===== config.mk =====
export PLATFORM = sky130hd
export DESIGN_NAME = spi_slave_rx
export DESIGN_NICKNAME = d
export VERILOG_FILES = /design/src/rtl/spi_pkg.sv /design/src/rtl/sync_fifo.sv /design/src/rtl/spi_slave_rx.sv
export SDC_FILE = /design/constraint.sdc
export NUM_CORES = 1
export LEC_CHECK = 0
export BUFFER_PORTS_ARGS = -buffer_cell sky130_fd_sc_hd__buf_2
export CAP_MARGIN = 20
export CORE_ASPECT_RATIO = 0.9
export CORE_MARGIN = 5
export CORE_UTILIZATION = 45
export DETAILED_ROUTE_END_ITERATION = 12
export GPL_ROUTABILITY_DRIVEN = 0
export GPL_TIMING_DRIVEN = 0
export HOLD_SLACK_MARGIN = 0.05
export MAX_ROUTING_LAYER = met4
export PLACE_DENSITY = 0.62
export SLEW_MARGIN = 0
export SYNTH_ARGS = -nofsm -noshare
export SYNTH_HDL_FRONTEND = slang
export SYNTH_SLANG_ARGS = --single-unit

===== constraint.sdc =====
create_clock -name clk -period 4.41 [get_ports clk]
set_input_delay 1.323 -clock clk [delete_from_list [all_inputs] [get_ports clk]]
set_output_delay 1.323 -clock clk [all_outputs]
set_load 0.1 [all_outputs]

===== src/rtl/spi_pkg.sv =====
// spi_pkg: shared FSM state type and SPI mode/width constants for the receive path
package spi_pkg;
  typedef enum logic {SPI_IDLE, SPI_SHIFT} spi_state_e;
  localparam bit SPI_CPOL = 1'b0;
  localparam bit SPI_CPHA = 1'b0;
  localparam int SPI_DATA_W = 8;
endpackage


===== src/rtl/sync_fifo.sv =====
// sync_fifo: circular receive buffer with registered head, occupancy count and overflow pulse
module sync_fifo
  import spi_pkg::*;
#(
  parameter int DATA_W     = SPI_DATA_W,
  parameter int FIFO_DEPTH = 4
) (
  input  logic                          clk,
  input  logic                          rst_n,
  input  logic                          push,
  input  logic [DATA_W-1:0]             wdata,
  input  logic                          pop,
  output logic [DATA_W-1:0]             rdata,
  output logic                          valid,
  output logic [$clog2(FIFO_DEPTH):0]   count,
  output logic                          overflow
);
  localparam int AW = $clog2(FIFO_DEPTH);
  localparam int CW = AW + 1;
  logic [DATA_W-1:0] mem_q [FIFO_DEPTH];
  logic [DATA_W-1:0] mem_d [FIFO_DEPTH];
  logic [AW-1:0] wr_ptr_q, wr_ptr_d, rd_ptr_q, rd_ptr_d;
  logic [CW-1:0] count_q, count_d;
  logic overflow_q, overflow_d;
  logic empty, full, do_push, do_pop;
  // a pop frees the slot a same-cycle push needs when full; pops on empty are ignored
  always_comb begin
    empty = count_q == '0;
    full = count_q == CW'(FIFO_DEPTH);
    do_pop = pop && !empty;
    do_push = push && (!full || do_pop);
    overflow_d = push && !do_push;
    mem_d = mem_q;
    if (do_push) mem_d[wr_ptr_q] = wdata;
    wr_ptr_d = do_push ? wr_ptr_q + 1'b1 : wr_ptr_q;
    rd_ptr_d = do_pop ? rd_ptr_q + 1'b1 : rd_ptr_q;
    count_d = count_q + CW'(do_push) - CW'(do_pop);
  end
  // storage, pointers and status registers
  always_ff @(posedge clk) begin
    if (!rst_n) begin
      mem_q <= '{default: '0};
      wr_ptr_q <= '0;
      rd_ptr_q <= '0;
      count_q <= '0;
      overflow_q <= 1'b0;
    end else begin
      mem_q <= mem_d;
      wr_ptr_q <= wr_ptr_d;
      rd_ptr_q <= rd_ptr_d;
      count_q <= count_d;
      overflow_q <= overflow_d;
    end
  end
  assign rdata = mem_q[rd_ptr_q];
  assign valid = !empty;
  assign count = count_q;
  assign overflow = overflow_q;
endmodule


===== src/rtl/spi_slave_rx.sv =====
// spi_slave_rx: oversampling mode-0 SPI slave receiver with FIFO; SPI_RX_LSB_FIRST_EN selects LSB-first shifting
module spi_slave_rx
  import spi_pkg::*;
#(
  parameter int DATA_W      = SPI_DATA_W,
  parameter int FIFO_DEPTH  = 4,
  parameter int SYNC_STAGES = 2
) (
  input  logic                          clk,
  input  logic                          rst_n,
  input  logic                          sclk,
  input  logic                          mosi,
  input  logic                          cs_n,
  output logic [DATA_W-1:0]             rx_data,
  output logic                          rx_valid,
  input  logic                          rx_ready,
  output logic [$clog2(FIFO_DEPTH):0]   fifo_count,
  output logic                          overflow,
  output logic                          frame_err
);
  localparam int BW = $clog2(DATA_W);
  logic [SYNC_STAGES-1:0] sclk_s_q, sclk_s_d, mosi_s_q, mosi_s_d, cs_s_q, cs_s_d;
  logic sclk_prev_q, sclk_prev_d, cs_prev_q, cs_prev_d;
  logic sclk_rise_q, sclk_rise_d, cs_rise_q, cs_rise_d;
  logic sclk_sync, mosi_sync, cs_sync;
  spi_state_e state_q, state_d;
  logic [BW-1:0] cnt_q, cnt_d;
  logic [DATA_W-1:0] shift_q, shift_d, shifted;
  logic push_q, push_d, frame_err_q, frame_err_d;
  assign sclk_sync = sclk_s_q[SYNC_STAGES-1];
  assign mosi_sync = mosi_s_q[SYNC_STAGES-1];
  assign cs_sync = cs_s_q[SYNC_STAGES-1];
`ifdef SPI_RX_LSB_FIRST_EN
  assign shifted = {mosi_sync, shift_q[DATA_W-1:1]};
`else
  assign shifted = {shift_q[DATA_W-2:0], mosi_sync};
`endif
  // synchronizer chains and registered rise detectors
  always_comb begin
    sclk_s_d = {sclk_s_q[SYNC_STAGES-2:0], sclk};
    mosi_s_d = {mosi_s_q[SYNC_STAGES-2:0], mosi};
    cs_s_d = {cs_s_q[SYNC_STAGES-2:0], cs_n};
    sclk_prev_d = sclk_sync;
    cs_prev_d = cs_sync;
    sclk_rise_d = sclk_sync && !sclk_prev_q;
    cs_rise_d = cs_sync && !cs_prev_q;
  end
  // pin conditioning registers; idle levels are sclk low, cs_n high
  always_ff @(posedge clk) begin
    if (!rst_n) begin
      sclk_s_q <= '0;
      mosi_s_q <= '0;
      cs_s_q <= '1;
      sclk_prev_q <= 1'b0;
      cs_prev_q <= 1'b1;
      sclk_rise_q <= 1'b0;
      cs_rise_q <= 1'b0;
    end else begin
      sclk_s_q <= sclk_s_d;
      mosi_s_q <= mosi_s_d;
      cs_s_q <= cs_s_d;
      sclk_prev_q <= sclk_prev_d;
      cs_prev_q <= cs_prev_d;
      sclk_rise_q <= sclk_rise_d;
      cs_rise_q <= cs_rise_d;
    end
  end
  // frame FSM: shift on sclk rises, push full words, flag partial words at deselect
  always_comb begin
    state_d = state_q;
    cnt_d = cnt_q;
    shift_d = shift_q;
    push_d = 1'b0;
    frame_err_d = 1'b0;
    if (state_q == SPI_IDLE) begin
      cnt_d = '0;
      shift_d = '0;
      state_d = cs_sync ? SPI_IDLE : SPI_SHIFT;
    end else if (cs_rise_q) begin
      frame_err_d = cnt_q != '0;
      cnt_d = '0;
      shift_d = '0;
      state_d = SPI_IDLE;
    end else if (sclk_rise_q) begin
      shift_d = shifted;
      push_d = cnt_q == BW'(DATA_W - 1);
      cnt_d = push_d ? '0 : cnt_q + 1'b1;
    end
  end
  // FSM state, bit counter, shift register and registered pulses
  always_ff @(posedge clk) begin
    if (!rst_n) begin
      state_q <= SPI_IDLE;
      cnt_q <= '0;
      shift_q <= '0;
      push_q <= 1'b0;
      frame_err_q <= 1'b0;
    end else begin
      state_q <= state_d;
      cnt_q <= cnt_d;
      shift_q <= shift_d;
      push_q <= push_d;
      frame_err_q <= frame_err_d;
    end
  end
  assign frame_err = frame_err_q;
  sync_fifo #(.DATA_W(DATA_W), .FIFO_DEPTH(FIFO_DEPTH)) u_fifo (
    .clk(clk),
    .rst_n(rst_n),
    .push(push_q),
    .wdata(shift_q),
    .pop(rx_ready),
    .rdata(rx_data),
    .valid(rx_valid),
    .count(fifo_count),
    .overflow(overflow)
  );
endmodule

# Word level (Yosys, flattened, before mapping)
# Cells that the tools add are included.
# word_totals
output_inout_bits,14
register_bits,64
in_bits,6
elab_cells,62
# op_classes
add_sub_neg,5
order_cmp,3
bitwise_logic,5
eq_ne,2
muxes,10
n_reduce_logical,17
# op_table
cell,count
$bwmux 32,1
$mux 8,3
$bmux 8 s2,1
$demux 8 s2,1
$eq 3x3->1 const B,2
$ge 3x3->1 const B,2
$logic_and 1x1->1,6
$not 2->3,2
$logic_not 1->1,5
$add 2x1->2 const B,2
$reduce_or 4->1,1
$add 3x1->3,1
$add 3x1->3 const B,1
$logic_not 3->1,1
$lt 3x1->1 const B,1
$mux 1,3
$mux 3,1
$not 1->1,3
$reduce_and 3->1,1
$reduce_bool 3->1,1
$reduce_or 3->1,1
$sub 3x1->3,1
$logic_or 1x1->1,1

# Logic depth before layout (Yosys ltp)
# depth
depth_word,7
ltp_mapped,9
mapped_depth_nobuf,9

# By module
# Synthesis repeated with hierarchy kept, for this count alone.
# hier_totals
cells_unflattened,243
hier_area_um2,2656.3
# by_module_without_submodules
module,seq_area_each_um2,area_each_um2,cells_per_inst,instances
sync_fifo,800.8,1845.5,170,1
spi_slave_rx,480.5,810.8,73,1

# Worst setup path after synthesis
# OpenSTA, ideal clock, no wires.
# synth_path
path_type,reg-to-output
startpoint,"register u_fifo.count_q[1], in the netlist u_fifo.count[1]"
endpoint,output port rx_valid
required_ns,3.087
t_arrival_ns,1.690
path_stages_with_launch,2
path_slack_ns,1.397
n_path_buf,0
path_cell_list,dfxtp_1 or3_2
# synth_via
elab_chain_len,2
# synth_lines
item,line_no,rtl
"start, declared",sync_fifo.sv:23,"logic [CW-1:0] count_q, count_d;"
"start signal, assigned",sync_fifo.sv:51,count_q <= count_d;
$logic_not 3->1,sync_fifo.sv:28,empty = count_q == '0;
$logic_not 1->1,sync_fifo.sv:56,assign valid = !empty;
"end, declared",spi_slave_rx.sv:15,"output logic rx_valid,"
# Every way passes these cells.

# Worst setup path after layout
# layout_path
startpoint,register u_fifo.rd_ptr_q[1]
endpoint,output port rx_data[2]
# layout_via
elab_chain_len,4
# layout_lines
item,line_no,rtl
"start, declared",sync_fifo.sv:22,"logic [AW-1:0] wr_ptr_q, wr_ptr_d, rd_ptr_q, rd_ptr_d;"
"start signal, assigned",sync_fifo.sv:50,rd_ptr_q <= rd_ptr_d;
$not 2->3 (implied by the code),sync_fifo.sv:55,assign rdata = mem_q[rd_ptr_q];
$bmux 8 s2,sync_fifo.sv:55,
$mux 8 (implied by the code) (2 in series),sync_fifo.sv:55,
"end, declared",spi_slave_rx.sv:14,"output logic [DATA_W-1:0] rx_data,"
# Every way passes these cells. The select of a mux whose other input is x is not followed.

==> parameters.txt <==
Parameter                              Value

Logic synthesis
  Share of the synthesized area in the top cell type ... 49.2%
  Synthesized flop and latch total ... 64
  Largest family of logic cells by synthesized area ... multiplexers
  Netlist area before placement ... 0.00261 mm²
  Adder-cell share of the synthesized area ... 5.09%
  Post-Syn Area per Cell ... 10.7 µm²
  Post-synth cell types ... 24
  Number of nets in the synthesized netlist ... 260
  Dominant cells by area after synthesis ... sky130_fd_sc_hd__dfxtp_1 (49%), sky130_fd_sc_hd__mux2i_1 (17%), sky130_fd_sc_hd__nand2_1 (7.3%)
  Part of the Yosys area used for sequential elements ... 49.2%
  Mux cell area share after synthesis ... 24.2%
  Synthesized-area fraction occupied by xor and xnor cells ... 1.34%
  Complex-gate fraction of the synthesized area ... 1.15%
  Largest area contributor in the synthesized netlist ... sky130_fd_sc_hd__dfxtp_1
  Synth warn ... 0
  Simple-Gate Fraction of Synth Area ... 16.2%
  Synthesized netlist cell count ... 244

Drt
  Post-DR wirelength/cell ... 14.0 µm
  First DRT Iteration DRCs ... 87
  DRT antenna net count ... 0
  Total wirelength of the detailed-routed design ... 4870 µm
  Top routing layer used ... met4
  Routed metal-1 wirelength ... 2260 µm
  Number of vias in the routed layout ... 1725
  Detailed-routing iteration count for the pre-antenna-repair pass ... 4
  Routed wire length on met3 ... 169 µm
  Number of design rule violations left after detail routing ... 0
  Met2 routed wirelength ... 2340 µm
  Via density per instance ... 4.96

GRT
  Antenna violations before repair ... 0
  Via count of the first global-routing pass ... 1732
  GRT Util Overall ... 14.7%
  Maximum number of pins on one net before global-route repair ... 12
  Global route overflow ... 0
  First-pass GRT wire length ... 8300 µm

Clock network
  CTS tree ... yes
  Cts bufs inserted ... 9
  H-tree level count ... 3
  Number of hold buffers added after CTS ... 0
  Later-pin clock latency in the skew report ... 0.34 ns
  Post-cts repair resize count ... 0
  CTS root buf ... sky130_fd_sc_hd__clkbuf_8
  Postcts setup bufs ... 0
  Buffers from clock root to sink, at most ... 2
  Num Clock Sinks ... 64
  Reg clk slew, reported paths ... 0.07 ns

Worst hold path
  Worst hold path depth ... 1
  Worst Hold Class ... flop to flop
  Hold path endpoint ... cs_rise_q$_SDFF_PN0_
  Startpoint of the lowest-slack hold path ... cs_prev_q$_SDFF_PN1_

STA
  Highest clock frequency the design can meet ... 311 MHz
  Minimum clock period after layout ... 3.21 ns
  Worst Setup Slack, final ... 1.20 ns
  Number of endpoints with negative hold slack in the final report ... 0
  Layout Skew ... 0.0114 ns
  Total of endpoints with negative setup slack in the final report ... 0
  Worst slew pin tran ... 0.661 ns
  Remaining max-slew budget at the tightest pin ... 55.9%
  Unrepaired setup endpoints after global routing ... no
  Total count of max-transition violations in the final report ... 0
  Period utilization ... 72.9%
  Total negative slack for setup checks ... 0 ns

Critical path
  Terminus of the critical flop-to-flop path ... u_fifo.count[2]$_SDFF_PN0_
  Category of the worst setup path launch point ... flop
  Startpoint of the most critical register-to-register path ... u_fifo.count[1]$_SDFF_PN0_
  Worst Setup SP ... u_fifo.rd_ptr_q[1]$_SDFFE_PN0P_
  Crit path max-delay family ... buffers and inverters
  Minimum setup slack among reg-to-reg paths ... 2.21 ns
  Biggest fanout along the worst timing path ... 9
  Cells along the critical path ... clkbuf_1, mux4_2, buf_2
  Buffers plus inverters on the worst setup path ... 2
  Category of the worst setup path capture point ... output port
  Critical path required time ... 3.09 ns
  Logic depth of the worst register-to-register path ... 9
  Max stage delay cell, worst path ... sky130_fd_sc_hd__clkbuf_1
  Worst Setup Path Type ... flop to output port
  Stage delay of the slowest cell on the critical path ... 0.49 ns
  Worst EP arrival ... 1.89 ns

Layout
  Fraction of layout cells with a size suffix above 1 ... 18.7%
  Footprint of the multi-input gates ... 0.00125 mm²
  Net count reported at finish ... 289
  Antenna Diode Count ... 0
  Combined flip-flop and latch cell area ... 0.00128 mm²
  Fillcell total ... 553
  Post-synthesis to final-layout area growth ... 15.3%

Die
  Starting density of the core ... 46.0%
  Chip height ... 82.2 µm
  Floorplan core area ... 0.00566 mm²
  Total die area ... 0.00742 mm²
  Width of the die ... 90.2 µm
  Number of placement rows ... 26
  I/O pin total ... 20

Status
  Outcome ... finished clean

Flow run
  Max-capacitance violation count ... 0

Power
  Worst vdd rail ir drop ... 0.510 mV
  Pleak ... 0.00108 µW
  Power per unit of standard cell area ... 510 mW/mm²

Placement
  Half-perimeter wire length after detailed placement ... 3370 µm
  Input/output buffers ... 18
  Post-placement setup slack ... 1.40 ns
==> metal layers <==
| metal | track usage, % | vias up |
|---|---|---|
| li1 | - | 870 |
| met1 | 15.9 | 821 |
| met2 | 26.0 | 25 |
| met3 | 4.53 | 9 |
| met4 | 5.51 | 0 |
| met5 | - | - |
==> Yosys cell counts <==
cell,number
sky130_fd_sc_hd__nand2_1,51
sky130_fd_sc_hd__xnor2_1,4
sky130_fd_sc_hd__nand3b_1,1
sky130_fd_sc_hd__mux4_2,8
sky130_fd_sc_hd__or3_2,1
sky130_fd_sc_hd__inv_1,8
sky130_fd_sc_hd__mux2i_1,45
sky130_fd_sc_hd__and3_2,1
sky130_fd_sc_hd__nand2b_1,3
sky130_fd_sc_hd__nand3_1,1
sky130_fd_sc_hd__o22ai_1,1
sky130_fd_sc_hd__nor2_2,4
sky130_fd_sc_hd__ha_1,9
sky130_fd_sc_hd__o31a_2,1
sky130_fd_sc_hd__and2_1,9
sky130_fd_sc_hd__nor2b_1,5
sky130_fd_sc_hd__nor2_1,13
sky130_fd_sc_hd__o311ai_0,1
sky130_fd_sc_hd__nor4b_4,1
sky130_fd_sc_hd__dfxtp_1,64
sky130_fd_sc_hd__clkbuf_1,9
sky130_fd_sc_hd__a21oi_1,1
sky130_fd_sc_hd__buf_2,2
sky130_fd_sc_hd__fa_1,1
==> power breakdown <==
group / switching [µW] / internal [µW]
logic: 248 / 107
registers: 28.2 / 602
clock network: 218 / 330
==> registers in the layout, indices dropped and copies added (netlist names), 2 cells and up <==
name and flops:
u_fifo.rd_ptr_q 2, u_fifo.wr_ptr_q 2, u_fifo.mem_q 32, u_fifo.count 3, sclk_s_q 2, cs_s_q 2
shift_q 8, cnt_q 3, mosi_s_q 2
==> through the flow <==
step                      hold WS [ns]  cells  power (µW)  cell area (µm²)  utilization (%)
after floorplan                  0.367    244         950             2610                -
after global placement           0.371    332        1000             2780             49.2
after detailed placement         0.375    332        1000             2780             49.2
after CTS                        0.385    348        1560             3000             53.1
after global routing             0.389    348        1600             3000             53.1
final                            0.383    348        1530             3000             53.1
==> area by class of cell <==
class | count | area share, %
Buffer | 11 | 1.46
Clock buffer | 10 | 4.58
Clock inverter | 6 | 2.75
Inverter | 8 | 1.00
Multi-Input combinational cell | 161 | 41.6
Sequential cell | 64 | 42.6
Tap cell | 70 | 2.92
Timing Repair Buffer | 18 | 3.00
==> worst reg2reg max path: cells and delay by family (launching register included) <==
kind / cells / cell delay [ns]
buffers and inverters: 2 / 0.11
and+or+nand+nor: 1 / 0.15
adders and majority gates: 3 / 0.77
xor gates and xnor gates: 2 / 0.26
DFF: 1 / 0.40
AOI/OAI and AO/OA: 1 / 0.40
==> worst max path at each step <==
stage	slack, ns	depth (start not counted)	to
global route	1.12	3	rx_data[0]
CTS	1.17	3	rx_data[2]
floorplan	1.40	1	rx_valid
detailed placement	1.40	9	u_fifo.count[2]$_SDFF_PN0_
finish	1.20	3	rx_data[2]
global placement	1.39	9	u_fifo.count[2]$_SDFF_PN0_
==> cells by family after synthesis <==
| logic type | count (synthesis) |
|---|---|
| AND/OR/NAND/NOR | 90 |
| flip-flops | 64 |
| buffers and inverters | 19 |
| XOR/XNOR | 4 |
| adder cells (fa/ha/maj) | 10 |
| multiplexers | 53 |
| AO/OA/AOI/OAI | 4 |
==> placed cells by master, fill, tap and decap left out, drive strengths merged <==
cell      netlist  layout
xnor2           4       4
clkbuf          9      19
or3             1       1
nand2          51      51
nand2b          3       3
clkinvlp        0       1
o31a            1       1
nor2           17      17
dfxtp          64      64
and3            1       1
fa              1       1
a21oi           1       1
and2            9       9
nand3           1       1
buf             2      20
nor2b           5       5
bufinv          0       2
nor4b           1       1
mux2i          45      45
o311ai          1       1
clkinv          0       3
mux4            8       8
o22ai           1       1
ha              9       9
nand3b          1       1
inv             8       8
(Power assumes the default switching activity.)
